$ cat src/rtl/alu16_arith_logic_core.sv
`default_nettype none
// ============================================================================
// Module   : alu16_arith_logic_core
// Purpose  : Registered 16-bit ALU execute stage (arithmetic, logic, reserved
//            shift class). Optional divider enabled by macro ALU_DIV_EN.
// Revision : 1.0 - initial release
// ============================================================================
module alu16_arith_logic_core (
    input  logic        clk,
    input  logic        rst,
    input  logic [31:0] packed_in,
    input  logic [4:0]  selection_lines,
    output logic [31:0] packed_out
);

    localparam logic [1:0] c_cls_arith = 2'b00;
    localparam logic [1:0] c_cls_logic = 2'b01;

    localparam logic [2:0] c_op_add = 3'b000;
    localparam logic [2:0] c_op_sub = 3'b001;
    localparam logic [2:0] c_op_mul = 3'b010;
    localparam logic [2:0] c_op_div = 3'b011;
    localparam logic [2:0] c_op_inc = 3'b100;
    localparam logic [2:0] c_op_dec = 3'b101;
    localparam logic [2:0] c_op_neg = 3'b110;
    localparam logic [2:0] c_op_cmp = 3'b111;

    localparam logic [1:0] c_lop_and = 2'b00;
    localparam logic [1:0] c_lop_or  = 2'b01;
    localparam logic [1:0] c_lop_xor = 2'b10;
    localparam logic [1:0] c_lop_not = 2'b11;

    logic [15:0] w_a;
    logic [15:0] w_b;
    logic [1:0]  w_cls;
    logic [2:0]  w_op;
    logic [31:0] w_arith;
    logic [31:0] w_logic;
    logic [31:0] w_result;
    logic [31:0] r_out;

    assign w_a   = packed_in[15:0];
    assign w_b   = packed_in[31:16];
    assign w_cls = selection_lines[4:3];
    assign w_op  = selection_lines[2:0];

    // 17-bit add/sub leaves carry/borrow in bit 16 directly.
    always_comb begin
        w_arith = 32'h0;
        case (w_op)
            c_op_add: w_arith[16:0] = {1'b0, w_a} + {1'b0, w_b};
            c_op_sub: w_arith[16:0] = {1'b0, w_a} - {1'b0, w_b};
            c_op_mul: w_arith       = {16'h0, w_a} * {16'h0, w_b};
            c_op_div: begin
`ifdef ALU_DIV_EN
                if (w_b == 16'h0) begin
                    w_arith = {w_a, 16'hFFFF};
                end else begin
                    w_arith = {w_a % w_b, w_a / w_b};
                end
`else
                w_arith = 32'h0;
`endif
            end
            c_op_inc: w_arith[16:0] = {1'b0, w_a} + 17'd1;
            c_op_dec: w_arith[16:0] = {1'b0, w_a} - 17'd1;
            c_op_neg: w_arith[15:0] = (~w_a) + 16'd1;
            c_op_cmp: w_arith[2:0]  = {(w_a > w_b), (w_a < w_b), (w_a == w_b)};
            default:  w_arith       = 32'h0;
        endcase
    end

    // Logic unit decodes only opcode[1:0]; opcode[2] aliases onto the same ops.
    always_comb begin
        w_logic = 32'h0;
        case (w_op[1:0])
            c_lop_and: w_logic[15:0] = w_a & w_b;
            c_lop_or:  w_logic[15:0] = w_a | w_b;
            c_lop_xor: w_logic[15:0] = w_a ^ w_b;
            c_lop_not: w_logic[15:0] = ~w_a;
            default:   w_logic       = 32'h0;
        endcase
    end

    always_comb begin
        w_result = 32'h0;
        case (w_cls)
            c_cls_arith: w_result = w_arith;
            c_cls_logic: w_result = w_logic;
            default:     w_result = 32'h0;
        endcase
    end

    always_ff @(posedge clk) begin
        if (rst) begin
            r_out <= 32'h0;
        end else begin
            r_out <= w_result;
        end
    end

    assign packed_out = r_out;

endmodule
`default_nettype wire

$ cat config.mk
export PLATFORM = sky130hd
export DESIGN_NAME = alu16_arith_logic_core
export DESIGN_NICKNAME = d
export VERILOG_FILES = /design/src/rtl/alu16_arith_logic_core.sv
export SDC_FILE = /design/constraint.sdc
export NUM_CORES = 1
export LEC_CHECK = 0
export ABC_AREA = 1
export CAP_MARGIN = 30
export CELL_PAD_IN_SITES_DETAIL_PLACEMENT = 1
export CELL_PAD_IN_SITES_GLOBAL_PLACEMENT = 2
export CORE_ASPECT_RATIO = 1.1
export CORE_UTILIZATION = 32
export DETAILED_ROUTE_END_ITERATION = 10
export GPL_TIMING_DRIVEN = 0
export PLACE_DENSITY_LB_ADDON = 0.1
export SETUP_SLACK_MARGIN = 0.3
export SLEW_MARGIN = 10
export SYNTH_ARGS = -nofsm -noshare
export SYNTH_HDL_FRONTEND = slang
export SYNTH_SLANG_ARGS = --single-unit
$ cat constraint.sdc
create_clock -name clk -period 6 [get_ports clk]
set_input_delay 1.2 -clock clk [delete_from_list [all_inputs] [get_ports clk]]
set_output_delay 1.2 -clock clk [all_outputs]
set_load 0.05 [all_outputs]
== Word-level counts from Yosys, hierarchy flattened ==
Cells that the tools add are included.
Cells by class
  $lt $le $gt $ge: 2
  eq/ne operators: 12
  multiply operators: 1
  bitwise gates (word level): 4
  reduce and logical (&&, ||, !) cells: 3
  muxes and demuxes: 6
  add/sub/neg operators: 5
Operators by type and width (number)
  one-hot mux 13 bit (6 select lines): 1
  one-hot mux 16 bit (4 select lines): 1
  one-hot mux 32 bit (2 select lines): 1
  multiplier 16 x 16 -> 32 bit: 1
  one-hot mux 3 bit (8 select lines): 1
  adder 16 x 1 -> 17 bit, second input constant: 1
  adder 16 x 16 -> 17 bit: 1
  subtractor 16 x 1 -> 17 bit, second input constant: 1
  subtractor 16 x 16 -> 17 bit: 1
  adder 16 x 1 -> 16 bit, second input constant: 1
  AND 16 bit: 1
  == test 16 bit: 1
  > comparator 16 bit: 1
  less-than comparator 16 bit: 1
  NOT 16 bit: 1
  OR 16 bit: 1
  XOR 16 bit: 1
  2-to-1 mux 15 bit: 1
  == test 3 bit, second input constant: 4
  == test 3 x 2 -> 1 bit, second input constant: 2
  one-hot mux 1 bit (5 select lines): 1
  == test 2 x 1 -> 1 bit, second input constant: 2
  == test 2 bit, second input constant: 2
  logical NOT 2 bit: 2
  2 further kinds: 2
Storage, ports and cells
  word-level logic and storage cells: 34
  output and inout bits: 32
  register bits: 32
  input port bits: 39

== Depth between registers and ports, before layout ==
Gate-level depths: netlist of run 1.
  depth after elaboration: 4
  gate-level depth with buffers: 30
  gate-level depth less buffers: 28

== Worst setup path after synthesis of run 1 ==
No wires, ideal clock.
  path type: input -> register
  start point: input port packed_in[9]
  end point: register r_out[26], in the netlist packed_out[26]
  stages: 27
  data required time: 5.887 ns
  path buffers: 3
  setup time: 0.113 ns
  setup slack: -0.509 ns
  arrival: 6.396 ns
  cell sequence: clkbuf_1 > clkbuf_1 > buf_1 > nand2_1 > fa_1 > fa_1 > fa_1 > fa_1 > inv_1 > fa_1 > inv_1 > fa_1 > inv_1 > ha_1 > nand2_1 > nor2_1 > nand3_1 > nand3_2 > nand2_1 > nand2_1 > nand2_1 > nand2_1 > nand2_1 > nand2_1 > nand2_1 > nand2_1 > nor2_1
Between the ends
  longest elaborated chain between the ends: 3
Ends and longest elaborated chain
  start: declaration: RTL line 11  | input logic [31:0] packed_in,
  multiplier 16 x 16 -> 32 bit: RTL line 53  | c_op_mul: w_arith = {16'h0, w_a} * {16'h0, w_b};
  2-to-1 mux 15 bit: RTL line 50  | case (w_op)
  one-hot mux 32 bit (2 select lines): RTL line 87  | case (w_cls)
  end signal: assignment: RTL line 98  | r_out <= w_result;
  end: declaration: RTL line 40  | logic [31:0] r_out;
No other way between the ends.
A chain may end at the register's enable or synchronous reset.

== Final worst setup path of run 1 ==
  start point: input port packed_in[22]
  end point: register r_out[12], in the netlist packed_out[12]
Between the ends
  longest elaborated chain between the ends: 3
  elaborated cells between the ends (all ways): 5
  classes of those cells: add/sub: 2; mul: 1; mux: 2
Ends and longest elaborated chain (RTL line)
  multiplier 16 x 16 -> 32 bit, or another cell as far along: 53
  one-hot mux 13 bit (6 select lines) *: 50
  one-hot mux 32 bit (2 select lines) *: 87
Mark *: on every way between the ends. The rest lies on a longest branch, timed or not.

==> results of run 1 <==
[final timing paths]
path,slack [ns],endpoint,start,depth (start not counted)
worst min-delay path,1.33,packed_out[4],rst,2
worst max-delay path,-0.07,packed_out[12],packed_in[22],25
[metal layers]
| metal | global-route usage (%) | up-vias |
|---|---|---|
| met1 | 37.4 | 7467 |
| met4 | 9.65 | 2 |
| met2 | 48.9 | 350 |
| met3 | 3.82 | 100 |
| li1 | - | 6846 |
| met5 | 0 | - |
[worst max-delay path, stage by stage]
cell and delay [ns]:
buf_8 0.10, buf_8 0.12, clkbuf_16 0.15, nand2_4 0.05
inv_2 0.03, fa_1 0.56, inv_2 0.05, fa_2 0.57
fa_2 0.47, fa_1 0.49, inv_1 0.05, fa_1 0.49
inv_2 0.04, fa_1 0.52, inv_2 0.05, ha_4 0.30
nand2_4 0.08, nor2_4 0.13, nand3_4 0.10, buf_4 0.15
nand4_1 0.12, nand3_4 0.14, nand3_4 0.14, o21ai_2 0.07
a21oi_2 0.17
[through the flow]
step / cell area, um^2 / cells / utilization [%] / setup slack, ns / TNS (ns)
detailed placement: 16000 / 2769 / 36.9 / -1.75 / -35.62
global placement: 16000 / 2769 / 36.9 / -1.74 / -34.07
CTS: 18900 / 2902 / 43.6 / -0.0671 / -0.305
global route: 19500 / 2926 / 45.0 / -0.255 / -3.39
finish: 19500 / 2926 / 45.0 / -0.0719 / -0.499
floorplan: 14600 / 2126 / - / 0.110 / 0
[cell usage after synthesis, types with 5 or more instances]
cell and instances:
a21oi_1 88, a21oi_2 5, buf_1 11, buf_2 21, buf_4 7, clkbuf_1 47
dfxtp_1 32, fa_1 195, ha_1 156, inv_1 513, inv_2 11, nand2_1 582
nand3_1 113, nand4_1 27, nor2_1 124, nor2_2 9, nor2_4 6, nor3_1 14
o21ai_0 35, o21ai_1 21, o21bai_1 8, o221ai_1 16, o22ai_1 19, xnor2_1 12
xor2_1 10
[timing repair]
item,in CTS,in global routing
endpoints found under the setup margin,28,26
gates cloned,1,0
setup buffers,124,24
gates resized for setup,562,132
pin swaps,150,140
[placed cells by master (no fill, tap or decap), types with 9 or more instances in the layout]
cell type / synthesis / routed
a21oi_1: 88 / 62
a21oi_2: 5 / 22
a21oi_4: 0 / 9
buf_12: 0 / 28
buf_2: 21 / 19
buf_4: 7 / 116
buf_6: 4 / 39
buf_8: 0 / 18
clkbuf_1: 47 / 9
clkbuf_16: 0 / 26
clkbuf_8: 0 / 11
clkdlybuf4s50_1: 0 / 38
dfxtp_1: 32 / 32
fa_1: 195 / 178
fa_2: 0 / 17
ha_1: 156 / 126
ha_4: 0 / 23
inv_1: 513 / 448
inv_2: 11 / 71
nand2_1: 582 / 477
nand2_2: 2 / 62
nand2_4: 2 / 47
nand3_1: 113 / 90
nand3_2: 2 / 10
nand3_4: 1 / 16
nand4_1: 27 / 27
nor2_1: 124 / 99
nor2_2: 9 / 17
nor2_4: 6 / 23
nor3_1: 14 / 11
o21ai_0: 35 / 26
o21ai_1: 21 / 18
o21ai_2: 2 / 9
o221ai_1: 16 / 16
o22ai_1: 19 / 19
xor2_1: 10 / 10
[logic make-up (layout without fill, tap and decap cells)]
family | after synthesis | after routing | synth area share, %
simple gates | 896 | 896 | 26.9
buf+inv | 619 | 845 | 17.1
fa+ha+maj | 351 | 351 | 41.6
compound gates | 206 | 206 | 8.51
flops | 32 | 32 | 4.55
xor+xnor | 22 | 22 | 1.37
[cell type report]
cell class / count / area (um^2)
clock inverters: 3 / 42.5
clock buffers: 5 / 125
plain buffers: 91 / 1370
repair buffers: 218 / 2070
inverters: 528 / 2000
fillers: 5403 / 23900
well taps: 574 / 718
multi-input cells: 1475 / 12600
flip-flops and latches: 32 / 641
==> metrics, run 1 <==
max reg flops 32; Hold Crit Class primary input to register; WS Path Type primary input to register; first-pass GRT wire length 95.6 mm; RSZ-0062 raised after global routing yes; CTS tree yes; Relative slew margins 37.6%; Initial DRT Pass Iterations 7; WL met1 between 20 and 30 mm; 1st-iter DRT viols 800; Worst EP arrival 6.32 ns; Hold Slack about 1.3 ns; Final Wtd Congestion 0.912; Seq/Total Area, Yosys between 4 and 5%; initial antenna violation count 1; initial core utilization 32.4%; Clock Tree Root clkbuf_16; worst-path fanout max 5; cell area after synthesis roughly 0.014 mm^2; main flop type after synthesis dfxtp_1; cts hold-fix bufs 0; vias in the first global route between 15000 and 20000; top post-synthesis cells by area fa_1 (28%), nand2_1 (16%), ha_1 (14%); TritonCTS Buffers 5; core box area 0.0434 mm^2; layout cells sized above 1 26.8%; Worst-Margin Slew 0.935 ns; Tcrit/Tclk final 101%; die height 222 um; Vias/cell 5.05; Die Span X just over 200 um; outcome finished, violations left; Post-synth EDFFs 0; IO Port Bufs 69; HPWL Detailed 50.5 mm; post-synthesis cell count 2126; CP Launch Type primary input; DRT antenna net count 0; Overflow after GRT 0; Hold Vio Cnt, Final 0; ys async rst share 0%; top cell type by total area after synthesis fa_1; Layout area overhead 38.7%; max layer used met5; Final nets 2741; DRT Wirelength 63.6 mm; top cell type's share of synthesized area 27.7%; Syn Nets ~2500; Final Slew Violations 0; clk sinks 32; violated checks negative setup slack; H-tree depth 2; FMAX 165 MHz; Setup violations, final 12; Unique masters post-synth 49; Warnings, synthesis 0; MaxCap Viol Count 0; met2 wire length 30.4 mm; via count 14800; Worst setup EP type register; die area about 0.045 mm^2; clock buffer depth 2; CTS clk-pin slew, worst paths 0.06 ns; CP required 6.25 ns; Antenna diodes 0; post-synthesis sequential element count 32; syn avg cell area about 6.6 um^2; fin crit period 6.07 ns; routed len/inst 21.7 um; WL met3 2.93 mm; DRC viols 0; Tot GR Track Use 28.8%; largest net degree at the start of global routing 12; # rows 80; Final WS setup -0.0719 ns; # IOs roughly 70
Power of run 1 is not shown: default switching activity piles up to over one toggle a cycle in this logic, so the estimate is an artifact.
==> inputs of run 2 (changes only) <==
- CORE_UTILIZATION: 32 -> 34
- DONT_BUFFER_PORTS: default -> 1
- SKIP_CTS_REPAIR_TIMING: default -> 1
==> metrics, run 2 (synthesized netlist as in run 1, its figures left out) <==
first-pass GRT wire length around 90 mm; die area 0.0423 mm^2; non-filler cells, final 2765; vias in the first global route around 15000; Hold Vio Cnt, Final 0; core box area 0.0406 mm^2; Final nets 2601; # rows 77; FMAX around 170 MHz; hold depth 3; largest stage delay on the critical path 0.59 ns; Layout area overhead 25.3%; CTS tree yes; slowest stage cell, crit path fa_2; IO Port Bufs 0; Worst-Margin Slew 0.928 ns; routed len/inst 22.2 um; 1st-iter DRT viols roughly 730; CP required 6.24 ns; MaxCap Viol Count 0; outcome complete, no violations; largest net degree at the start of global routing 11; commonest non-fill, non-tap cell in the layout nand2_1; Vias/cell 5.13; crit path buf inv count 7; placed cells roughly 2700; initial core utilization 34.7%; HP Start selection_lines[3]; Cell Area, Placed 0.0153 mm^2; layout cells sized above 1 19.7%; Worst setup EP type register; max reg flops 32; Final Wtd Congestion 0.889; fin crit period 6.00 ns; most frequent cells in the layout nand2_1 (515), inv_1 (479), fa_1 (183); Initial DRT Pass Iterations 8; worst-path fanout max 8; Final Slew Violations 0; RSZ-0062 raised after global routing yes; clk sinks 32; Worst EP arrival about 6.2 ns; initial antenna violation count 0; Tcrit/Tclk final 99.9%; CTS clk-pin slew, worst paths roughly 0.080 ns; DRT antenna net count 0; DRT Wirelength roughly 61 mm; Crit path top cell by count fa_1; die height 216 um; TritonCTS Buffers 5; Clock Tree Root clkbuf_16; Endpoint, Worst Hold packed_out[12]; Relative slew margins a little under two fifths; crit-path leading delay family adder cells; DRC viols 0; # IOs 71; WS Path Type primary input to register; Antenna diodes 0; CP Launch Type primary input; post-layout util 43.5%; Hold Slack between 1 and 1.5 ns; H-tree depth 2; Overflow after GRT 0; Hold Crit Class primary input to register; via count 14200; fin area 0.0177 mm^2; clock buffer depth 2; HPWL Detailed 49.7 mm; Die Span X 196 um; Setup violations, final 0; Tot GR Track Use 28.6%
-- run 2: how the worst max path moves through the flow --
stage                        from        endpoint  cells after the start
floorplan            packed_in[9]  packed_out[26]                     27
global placement    packed_in[28]  packed_out[15]                     26
finish               packed_in[9]  packed_out[29]                     25
CTS                 packed_in[31]  packed_out[31]                     21
global route         packed_in[8]  packed_out[15]                     28
detailed placement  packed_in[31]  packed_out[31]                     21
-- run 2: routing by layer --
metal	wire, um	track usage (%)
met3	3060	3.63
met5	0	0
met1	27000	37.9
met4	1770	7.76
met2	29500	48.5
-- run 2: layout make-up --
type	count	area [um^2]
clock buffers	6	139
repair buffers	78	800
fillers	5086	22900
flip-flops and latches	32	641
multi-input cells	1475	12200
well taps	553	692
inverters	528	2000
clock inverters	2	10.0
plain buffers	91	1220
-- run 2: metrics by stage --
step                      TNS [ns]  worst slack, ns
final                            0          0.00320
after global routing         -1.00           -0.127
after CTS                    -7.57           -0.619
after detailed placement    -15.89           -0.954
after global placement      -14.35           -0.941
after floorplan                  0            0.110
Power of run 2 is left out for the same reason.
==> inputs of run 3 (changes only) <==
- CORE_MARGIN: default -> 3
==> metrics, run 3 (synthesized netlist as in run 1, its figures left out) <==
WL met3 between 2 and 3 mm; clock buffer depth 2; IO Port Bufs 0; DRT Wirelength 59.2 mm; 1st-iter DRT viols slightly above 800; initial antenna violation count 0; Vias/cell 5.09; # IOs approximately 70; Initial DRT Pass Iterations 5; Setup violations, final 6; max layer used met4; Crit path top cell by count fa_1; Final Wtd Congestion ~0.9; WS Path Type primary input to register; Final WS setup -0.0598 ns; non-filler cells, final between 2000 and 3000; crit path buf inv count 7; PnR Total Power 10.9 mW; CP required 6.21 ns; Worst EP arrival 6.27 ns; TritonCTS Buffers 5; FMAX ~170 MHz; Relative slew margins 36.7%; Antenna diodes 0; core box area 0.0406 mm^2; IR Drop Worst-Case VDD 0.459 mV; vias in the first global route between 10000 and 15000; largest net degree at the start of global routing 11; Worst setup EP type register; CP Launch Type primary input; MaxCap Viol Count 0; Filler cells 5136; Tcrit/Tclk final 101%; multi-input logic area 0.0120 mm^2; Final Slew Violations 0; crit-path leading delay family adder cells; HPWL Detailed 49.7 mm; max reg flops 32; commonest non-fill, non-tap cell in the layout nand2_1; Hold Vio Cnt, Final 0; most frequent cells in the layout nand2_1 (523), inv_1 (481), fa_1 (183); routed len/inst 21.6 um; worst-path fanout max 8; DRC viols 0; fin crit period 6.06 ns; Tot GR Track Use between 20% and 30%; leakage slightly above 9 nW; CTS clk-pin slew, worst paths 0.06 ns; first-pass GRT wire length 88.8 mm; Worst-Margin Slew 0.950 ns; initial core utilization 34.7%; Die Span X 200 um; DRT antenna net count 0; clk sinks 32; Reg area about 640 um^2; met2 wire length around 28 mm; RSZ-0062 raised after global routing yes; Final nets 2576; # rows 77; die height about 220 um; Layout area overhead 21.1%; layout cells sized above 1 17.6%; Clock Tree Root clkbuf_16; Power per Cell Area 641 mW/mm^2; largest stage delay on the critical path between 0.6 and 0.7 ns; via count ~14000; placed cells 2679; CTS tree yes; H-tree depth 2; Hold Crit Class primary input to register; outcome finished, violations left; WL met1 27.0 mm; slowest stage cell, crit path fa_2; die area 0.0439 mm^2; Overflow after GRT 0; violated checks negative setup slack
[run 3: cell types whose count changed in the layout (fill, tap and decap cells not counted), sizes merged]
cell and delta:
buf -23, clkbuf -2
[run 3: final cells by class]
type | count | area share [%]
plain buffers | 91 | 6.56
well taps | 553 | 4.05
clock inverters | 2 | 0.0587
repair buffers | 53 | 2.90
clock buffers | 6 | 0.814
flip-flops and latches | 32 | 3.75
multi-input cells | 1475 | 70.2
inverters | 528 | 11.7
[run 3: power breakdown]
part           internal, mW  total, mW  switching (mW)
sequential            0.232      0.308          0.0760
combinational          4.11       10.3            6.23
clock                 0.165      0.298           0.134
[run 3: path summary, 6_finish.rpt]
| check | startpoint | endpoint | cells past startpoint |
|---|---|---|---|
| max | packed_in[9] | packed_out[16] | 25 |
| min | selection_lines[4] | packed_out[1] | 3 |
[run 3: through the flow]
step                      cell area (um^2)  setup TNS [ns]  hold WS [ns]  worst slack (ns)  utilization (%)
after floorplan                      14600               0          1.43             0.110                -
after global placement               15300          -14.54          1.55            -0.936             37.7
after detailed placement             15300          -15.82          1.55            -0.976             37.7
after CTS                            15500           -7.67          1.20            -0.650             38.1
after global routing                 17100           -2.16          1.24            -0.211             42.1
final                                17100          -0.140          1.22           -0.0598             42.1
[run 3: routing by layer]
layer  GRT usage (%)  vias to the layer above
li1                -                     6522
met1            35.4                     7063
met2            47.0                      304
met3            3.55                       54
met4            6.20                        0
met5               0                        -
Note: power is estimated with default switching activity, not from simulation.
